--- config.mk ---
export PLATFORM = sky130hd
export DESIGN_NAME = bram_arbiter
export DESIGN_NICKNAME = d
export VERILOG_FILES = /design/src/rtl/bram_arbiter.sv
export SDC_FILE = /design/constraint.sdc
export NUM_CORES = 1
export LEC_CHECK = 0
export ABC_AREA = 1
export CORE_AREA = 4 4 101 103
export DETAILED_ROUTE_END_ITERATION = 12
export DIE_AREA = 0 0 105 107
export GPL_ROUTABILITY_DRIVEN = 0
export PLACE_DENSITY = 0.72
export SYNTH_ARGS = -nofsm -noshare
export SYNTH_HDL_FRONTEND = slang
export SYNTH_SLANG_ARGS = --single-unit
--- constraint.sdc ---
create_clock -name clk -period 2.3 [get_ports clk]
set_clock_uncertainty 0.15 [all_clocks]
set_input_delay 0.345 -clock clk [delete_from_list [all_inputs] [get_ports clk]]
set_output_delay 0.345 -clock clk [all_outputs]
set_load 0.01 [all_outputs]
--- src/rtl/bram_arbiter.sv ---
// rtl/bram_arbiter.sv - round-robin arbiter sharing one block-memory controller between I and D caches
//
// Purpose:
//   Grants the block-memory controller to one cache port at a time. The
//   winner's request becomes a single-cycle start pulse (m_enable) carrying
//   a latched copy of its address, direction and operation size. While the
//   block is in flight, write data, termination strobe and all controller
//   status are steered between the owner and the controller. After the
//   controller reports m_finished, one guard cycle is left idle before the
//   next start, so the controller can return to its ready state.
//
// Ports:
//   clk, rst                        clock, asynchronous active-high reset
//   i_req / d_req                   per-port request, held until finished
//   i_addr / d_addr                 per-port start address
//   i_rw / d_rw                     per-port direction (1 = write)
//   i_op_size / d_op_size           per-port size (0 = block, 1 = user-terminated)
//   i_finishes_op / d_finishes_op   per-port termination strobe
//   i_data_write / d_data_write     per-port write data
//   i_grant / d_grant               port owns the controller (registered)
//   i_data_write_req / d_...        routed write-data request
//   i_data_read / d_data_read       routed read data
//   i_data_read_valid / d_...       routed read valid
//   i_finished / d_finished         routed finished pulse
//   m_enable                        controller start pulse (registered, 1 cycle)
//   m_addr, m_rw, m_op_size         latched transaction attributes (registered)
//   m_finishes_op, m_data_write     owner's strobe / data while busy
//   m_data_write_req                controller write-data request
//   m_data_read, m_data_read_valid  controller read data / valid
//   m_finished                      controller finished pulse

module bram_arbiter #(
  parameter int DATA_WIDTH = 32,
  parameter int ADDR_WIDTH = 16
) (
  input  logic                  clk,
  input  logic                  rst,

  input  logic                  i_req,
  input  logic [ADDR_WIDTH-1:0] i_addr,
  input  logic                  i_rw,
  input  logic                  i_op_size,
  input  logic                  i_finishes_op,
  input  logic [DATA_WIDTH-1:0] i_data_write,
  output logic                  i_grant,
  output logic                  i_data_write_req,
  output logic [DATA_WIDTH-1:0] i_data_read,
  output logic                  i_data_read_valid,
  output logic                  i_finished,

  input  logic                  d_req,
  input  logic [ADDR_WIDTH-1:0] d_addr,
  input  logic                  d_rw,
  input  logic                  d_op_size,
  input  logic                  d_finishes_op,
  input  logic [DATA_WIDTH-1:0] d_data_write,
  output logic                  d_grant,
  output logic                  d_data_write_req,
  output logic [DATA_WIDTH-1:0] d_data_read,
  output logic                  d_data_read_valid,
  output logic                  d_finished,

  output logic                  m_enable,
  output logic [ADDR_WIDTH-1:0] m_addr,
  output logic                  m_rw,
  output logic                  m_op_size,
  output logic                  m_finishes_op,
  output logic [DATA_WIDTH-1:0] m_data_write,
  input  logic                  m_data_write_req,
  input  logic [DATA_WIDTH-1:0] m_data_read,
  input  logic                  m_data_read_valid,
  input  logic                  m_finished
);

  typedef enum logic [1:0] {
    S_IDLE    = 2'd0,
    S_ISSUE   = 2'd1,
    S_BUSY    = 2'd2,
    S_RELEASE = 2'd3
  } state_t;

  state_t r_state;
  state_t w_state_nxt;

  // Owner encoding: 0 = I, 1 = D. The value is only meaningful in ISSUE and
  // BUSY; every routing path below is qualified by the state, which is how
  // "no owner" is represented without a separate valid bit.
  logic r_owner_d;
  logic r_rr_last_d;

  logic w_start;
  logic w_done;
  logic w_win_d;
  logic w_busy;
  logic w_route_i;
  logic w_route_d;

  // Winner selection: a lone requester wins outright; on a tie the port
  // that did not finish last goes first.
  assign w_win_d = (i_req && d_req) ? ~r_rr_last_d : d_req;

  always_comb begin
    w_state_nxt = r_state;
    w_start     = 1'b0;
    w_done      = 1'b0;
    case (r_state)
      S_IDLE: begin
        if (i_req || d_req) begin
          w_start     = 1'b1;
          w_state_nxt = S_ISSUE;
        end
      end
      S_ISSUE: begin
        w_state_nxt = S_BUSY;
      end
      S_BUSY: begin
        // A requester dropping req here is deliberately not observed; only
        // the controller can end a transaction once it has started.
        if (m_finished) begin
          w_done      = 1'b1;
          w_state_nxt = S_RELEASE;
        end
      end
      S_RELEASE: begin
        w_state_nxt = S_IDLE;
      end
      default: begin
        w_state_nxt = S_IDLE;
      end
    endcase
  end

  always_ff @(posedge clk or posedge rst) begin
    if (rst) begin
      r_state     <= S_IDLE;
      r_owner_d   <= 1'b0;
      r_rr_last_d <= 1'b1;
      i_grant     <= 1'b0;
      d_grant     <= 1'b0;
      m_enable    <= 1'b0;
      m_addr      <= '0;
      m_rw        <= 1'b0;
      m_op_size   <= 1'b0;
    end else begin
      r_state  <= w_state_nxt;
      // The start pulse exists only for the single ISSUE cycle.
      m_enable <= w_start;
      if (w_start) begin
        r_owner_d <= w_win_d;
        i_grant   <= ~w_win_d;
        d_grant   <= w_win_d;
        // Attributes are captured once here and held until the next start,
        // so requester-side changes after the grant cannot disturb the block.
        m_addr    <= w_win_d ? d_addr    : i_addr;
        m_rw      <= w_win_d ? d_rw      : i_rw;
        m_op_size <= w_win_d ? d_op_size : i_op_size;
      end
      if (w_done) begin
        r_rr_last_d <= r_owner_d;
        i_grant     <= 1'b0;
        d_grant     <= 1'b0;
      end
    end
  end

  // Data/status steering is live only in BUSY, so a stray m_finished or
  // read-valid in any other state never reaches a cache.
  assign w_busy    = (r_state == S_BUSY);
  assign w_route_i = w_busy && !r_owner_d;
  assign w_route_d = w_busy &&  r_owner_d;

  assign m_data_write  = w_route_d ? d_data_write  :
                         w_route_i ? i_data_write  : '0;
  assign m_finishes_op = w_route_d ? d_finishes_op :
                         w_route_i ? i_finishes_op : 1'b0;

  assign i_data_write_req  = w_route_i && m_data_write_req;
  assign i_data_read_valid = w_route_i && m_data_read_valid;
  assign i_finished        = w_route_i && m_finished;
  assign i_data_read       = w_route_i ? m_data_read : '0;

  assign d_data_write_req  = w_route_d && m_data_write_req;
  assign d_data_read_valid = w_route_d && m_data_read_valid;
  assign d_finished        = w_route_d && m_finished;
  assign d_data_read       = w_route_d ? m_data_read : '0;

endmodule

==> flow_results.xml <==
<?xml version="1.0" encoding="UTF-8"?>
<metrics>
  <group name="timing">
    <metric name="min_period_over_period" unit="%">97.1</metric>
    <metric name="timing.fmax" unit="MHz">448</metric>
    <metric name="timing_max_transition_violations_final" unit="">0</metric>
    <metric name="max_slew.worst_pin.slew" unit="ns">0.494</metric>
    <metric name="setup_slack" unit="ns">0.0670</metric>
    <metric name="fin_tns_setup" unit="ns">0</metric>
    <metric name="timing.max_slew.rel_slack" unit="%">67.0</metric>
    <metric name="final-setup-viol-count" unit="">0</metric>
    <metric name="min_period" unit="ns">2.23</metric>
    <metric name="report.final.hold_viol_count" unit="">0</metric>
    <metric name="whs" unit="ns">0.272</metric>
  </group>
  <group name="power_and_ir_drop">
    <metric name="cellLeakagePower" unit="nW">2.97</metric>
    <metric name="ir_drop" unit="mV">0.499</metric>
    <metric name="pwr_density_cell" unit="nW/um2">883</metric>
    <metric name="totalPowerFinal" unit="mW">4.54</metric>
  </group>
  <group name="placed_design">
    <metric name="buffer_ports.inserted" unit="">264</metric>
    <metric name="worst_slack_placed" unit="ns">0.0537</metric>
    <metric name="placed_cells" unit="">779</metric>
    <metric name="detailed_place_hpwl" unit="mm">9.57</metric>
  </group>
  <group name="yosys">
    <metric name="yosys_register_bits" unit="">25</metric>
    <metric name="synth.top_cells.by_area" unit="">sky130_fd_sc_hd__dfrtp_1, sky130_fd_sc_hd__nand3_1, sky130_fd_sc_hd__nand2_1</metric>
    <metric name="synthDistinctLibCells" unit="">18</metric>
    <metric name="syn_nets" unit="">567</metric>
    <metric name="synth.top_cell.area_share" unit="%">25.2</metric>
    <metric name="ys_seq_area_share" unit="%">26.3</metric>
    <metric name="postSynthAreaPerCell" unit="um2">5.66</metric>
    <metric name="synth_cells" unit="">422</metric>
    <metric name="post_synthesis_cell_area" unit="um2">2390</metric>
    <metric name="synth_top_cell_by_area" unit="">sky130_fd_sc_hd__dfrtp_1</metric>
    <metric name="synth_warnings" unit="">0</metric>
  </group>
  <group name="floorplanning">
    <metric name="die_width" unit="um">105</metric>
    <metric name="core-area" unit="um2">9200</metric>
    <metric name="die_ar" unit="um2">11200</metric>
    <metric name="initial_utilization" unit="%">26.0</metric>
    <metric name="top_level_ports" unit="">265</metric>
    <metric name="row_count" unit="">35</metric>
    <metric name="die_h" unit="um">107</metric>
  </group>
  <group name="cts">
    <metric name="clock_sink_count" unit="">25</metric>
    <metric name="htree_levels" unit="">1</metric>
    <metric name="worst_skew_pair.late_latency" unit="ns">0.26</metric>
    <metric name="cts_buffers" unit="">3</metric>
    <metric name="clk_pin_slew" unit="ns">0.08</metric>
    <metric name="cts.path.max_buffers" unit="">2</metric>
    <metric name="tritoncts" unit="">yes</metric>
    <metric name="cts_hold_repair_buffers" unit="">0</metric>
    <metric name="root_buffer" unit="">sky130_fd_sc_hd__clkbuf_8</metric>
  </group>
  <group name="global_routing">
    <metric name="first_global_vias" unit="">3398</metric>
    <metric name="gr-usage-all-layers" unit="%">19.6</metric>
    <metric name="initial_antenna_violation_count" unit="">0</metric>
    <metric name="grt_pass1_wl" unit="mm">17.8</metric>
    <metric name="overflow" unit="">0</metric>
    <metric name="grt_max_degree" unit="">36</metric>
  </group>
  <group name="worst_setup_path">
    <metric name="path_delay_family" unit="">buffers and inverters</metric>
    <metric name="worstPathRequired" unit="ns">1.80</metric>
    <metric name="endpoint_kind" unit="">output pin</metric>
    <metric name="largest_driver_fanout_on_the_critical_path" unit="">11</metric>
    <metric name="cp-start-kind" unit="">register</metric>
    <metric name="critical_path_buf_inv_count" unit="">4</metric>
    <metric name="critPathSlowestCell" unit="">sky130_fd_sc_hd__dfrtp_1</metric>
    <metric name="timing_worst_setup_path_type" unit="">register to output pin</metric>
    <metric name="data_arrival_time_of_the_critical_path" unit="ns">1.74</metric>
    <metric name="cp_slowest_stage_delay" unit="ns">0.40</metric>
    <metric name="crit_path_cell_trace" unit="">inv_2 -&gt; ha_4 -&gt; buf_12 -&gt; bufbuf_16 -&gt; nand3_1 -&gt; nand2_1 -&gt; clkdlybuf4s15_1</metric>
    <metric name="critical_path_cell_count" unit="">7</metric>
    <metric name="reg2regPathDepth" unit="">6</metric>
  </group>
  <group name="finish">
    <metric name="filler_cell_count" unit="">906</metric>
    <metric name="regArea" unit="um2">627</metric>
    <metric name="mostFrequentLayoutCells" unit="">sky130_fd_sc_hd__clkdlybuf4s50_1, sky130_fd_sc_hd__nand3_1, sky130_fd_sc_hd__nand2_1</metric>
    <metric name="diodes" unit="">0</metric>
    <metric name="final-instance-count-excl-fill" unit="">788</metric>
    <metric name="layout-drive-gt1-share" unit="%">6.06</metric>
    <metric name="final_common_cell" unit="">sky130_fd_sc_hd__clkdlybuf4s50_1</metric>
    <metric name="areaGrowthSynthToFinish" unit="%">115</metric>
    <metric name="multiInputGateArea" unit="um2">1310</metric>
    <metric name="fin_nets" unit="">823</metric>
  </group>
  <group name="outcome">
    <metric name="run_status" unit="">completed</metric>
  </group>
  <group name="detailed_routing">
    <metric name="detailedRoute.firstPassIterationCount" unit="">5</metric>
    <metric name="vias" unit="">3573</metric>
    <metric name="drt_iter0_drc" unit="">187</metric>
    <metric name="route.detailed.wl_per_inst" unit="um">14.7</metric>
    <metric name="routed_via_density" unit="">4.53</metric>
    <metric name="post_drt_antenna_nets" unit="">0</metric>
    <metric name="postRouteWirelength" unit="mm">11.6</metric>
    <metric name="detail_route.drc_violations" unit="">0</metric>
  </group>
  <group name="hold_path">
    <metric name="min_path_type" unit="">input pin to async pin</metric>
  </group>
  <group name="flow_run">
    <metric name="timing.max_cap.violations" unit="">0</metric>
  </group>
</metrics>
[metal layers]
layer	track usage, %	wire [um]	part of all wire, %	vias up
li1	-	-	-	1787
met1	22.1	4200	36	1579
met2	35.9	5970	51	184
met3	4.39	1060	9.1	23
met4	7.31	371	3.2	0
met5	0	0	0	-
[registers in the layout (all words and copies together) (netlist names)]
name / cells
m_enable: 1
r_state: 2
r_rr_last_d: 1
i_grant: 1
m_addr: 16
d_grant: 1
m_rw: 1
m_op_size: 1
r_owner_d: 1
[what timing repair did]
| item | CTS | global route |
|---|---|---|
| gates resized for setup | 106 | 32 |
| endpoints found under the setup margin | 103 | 25 |
| cloned | 2 | 0 |
| buffers inserted | 2 | 1 |
| pin swaps | 0 | 0 |
[power breakdown]
group	internal (mW)	total [mW]	switching, mW
Combinational	1.69	3.47	1.79
Clock	0.121	0.254	0.133
Sequential	0.668	0.812	0.144
Total	2.47	4.54	2.07
[worst register-to-register path, stage by stage, from the launching register on]
cell,delay [ns]
sky130_fd_sc_hd__dfrtp_1,0.44
sky130_fd_sc_hd__inv_1,0.11
sky130_fd_sc_hd__ha_1,0.26
sky130_fd_sc_hd__inv_1,0.10
sky130_fd_sc_hd__nor2_4,0.42
sky130_fd_sc_hd__nand3_1,0.15
sky130_fd_sc_hd__nand2_1,0.09
[cell type report]
class,instances,share of cell area [%]
clock buffer,3,0.803
clock inverter,1,0.0973
inverter,77,5.62
multi-input combinational,291,25.5
sequential,25,12.2
tap,111,2.70
timing repair buffer,280,53.1
[cells in the mapped netlist (all sizes together)]
cell type,number
or2,1
o21ai,3
dfstp,1
clkbuf,5
nor2,74
inv,77
nand3,107
buf,24
nand2,102
dfrtp,24
ha,4
[kinds of logic after synthesis]
family | count (synthesis) | share of synthesized area (%)
and+or+nand+nor | 284 | 51.1
buffers and inverters | 106 | 19.4
DFF | 25 | 26.3
adders and majority gates | 4 | 2.10
AOI/OAI and AO/OA | 3 | 1.10
[stage by stage]
stage               instance area, um2  util (%)
floorplan                         2390         -
global placement                  5140      55.9
detailed placement                5140      55.9
CTS                               5160      56.1
global route                      5140      55.9
finish                            5140      55.9
[worst paths after layout]
path                       startpoint          endpoint  slack (ns)
setup reg to reg           r_state[1]         m_addr[9]        0.52
hold / removal                    rst          m_enable        0.27
hold reg to reg            m_addr[12]        m_addr[12]        0.34
min in group clk           m_addr[12]        m_addr[12]        0.34
max in group asynchronous         rst       r_rr_last_d        1.44
setup / recovery           r_state[0]  m_data_write[13]        0.07
No activity file was read; power rests on OpenSTA's default activity.
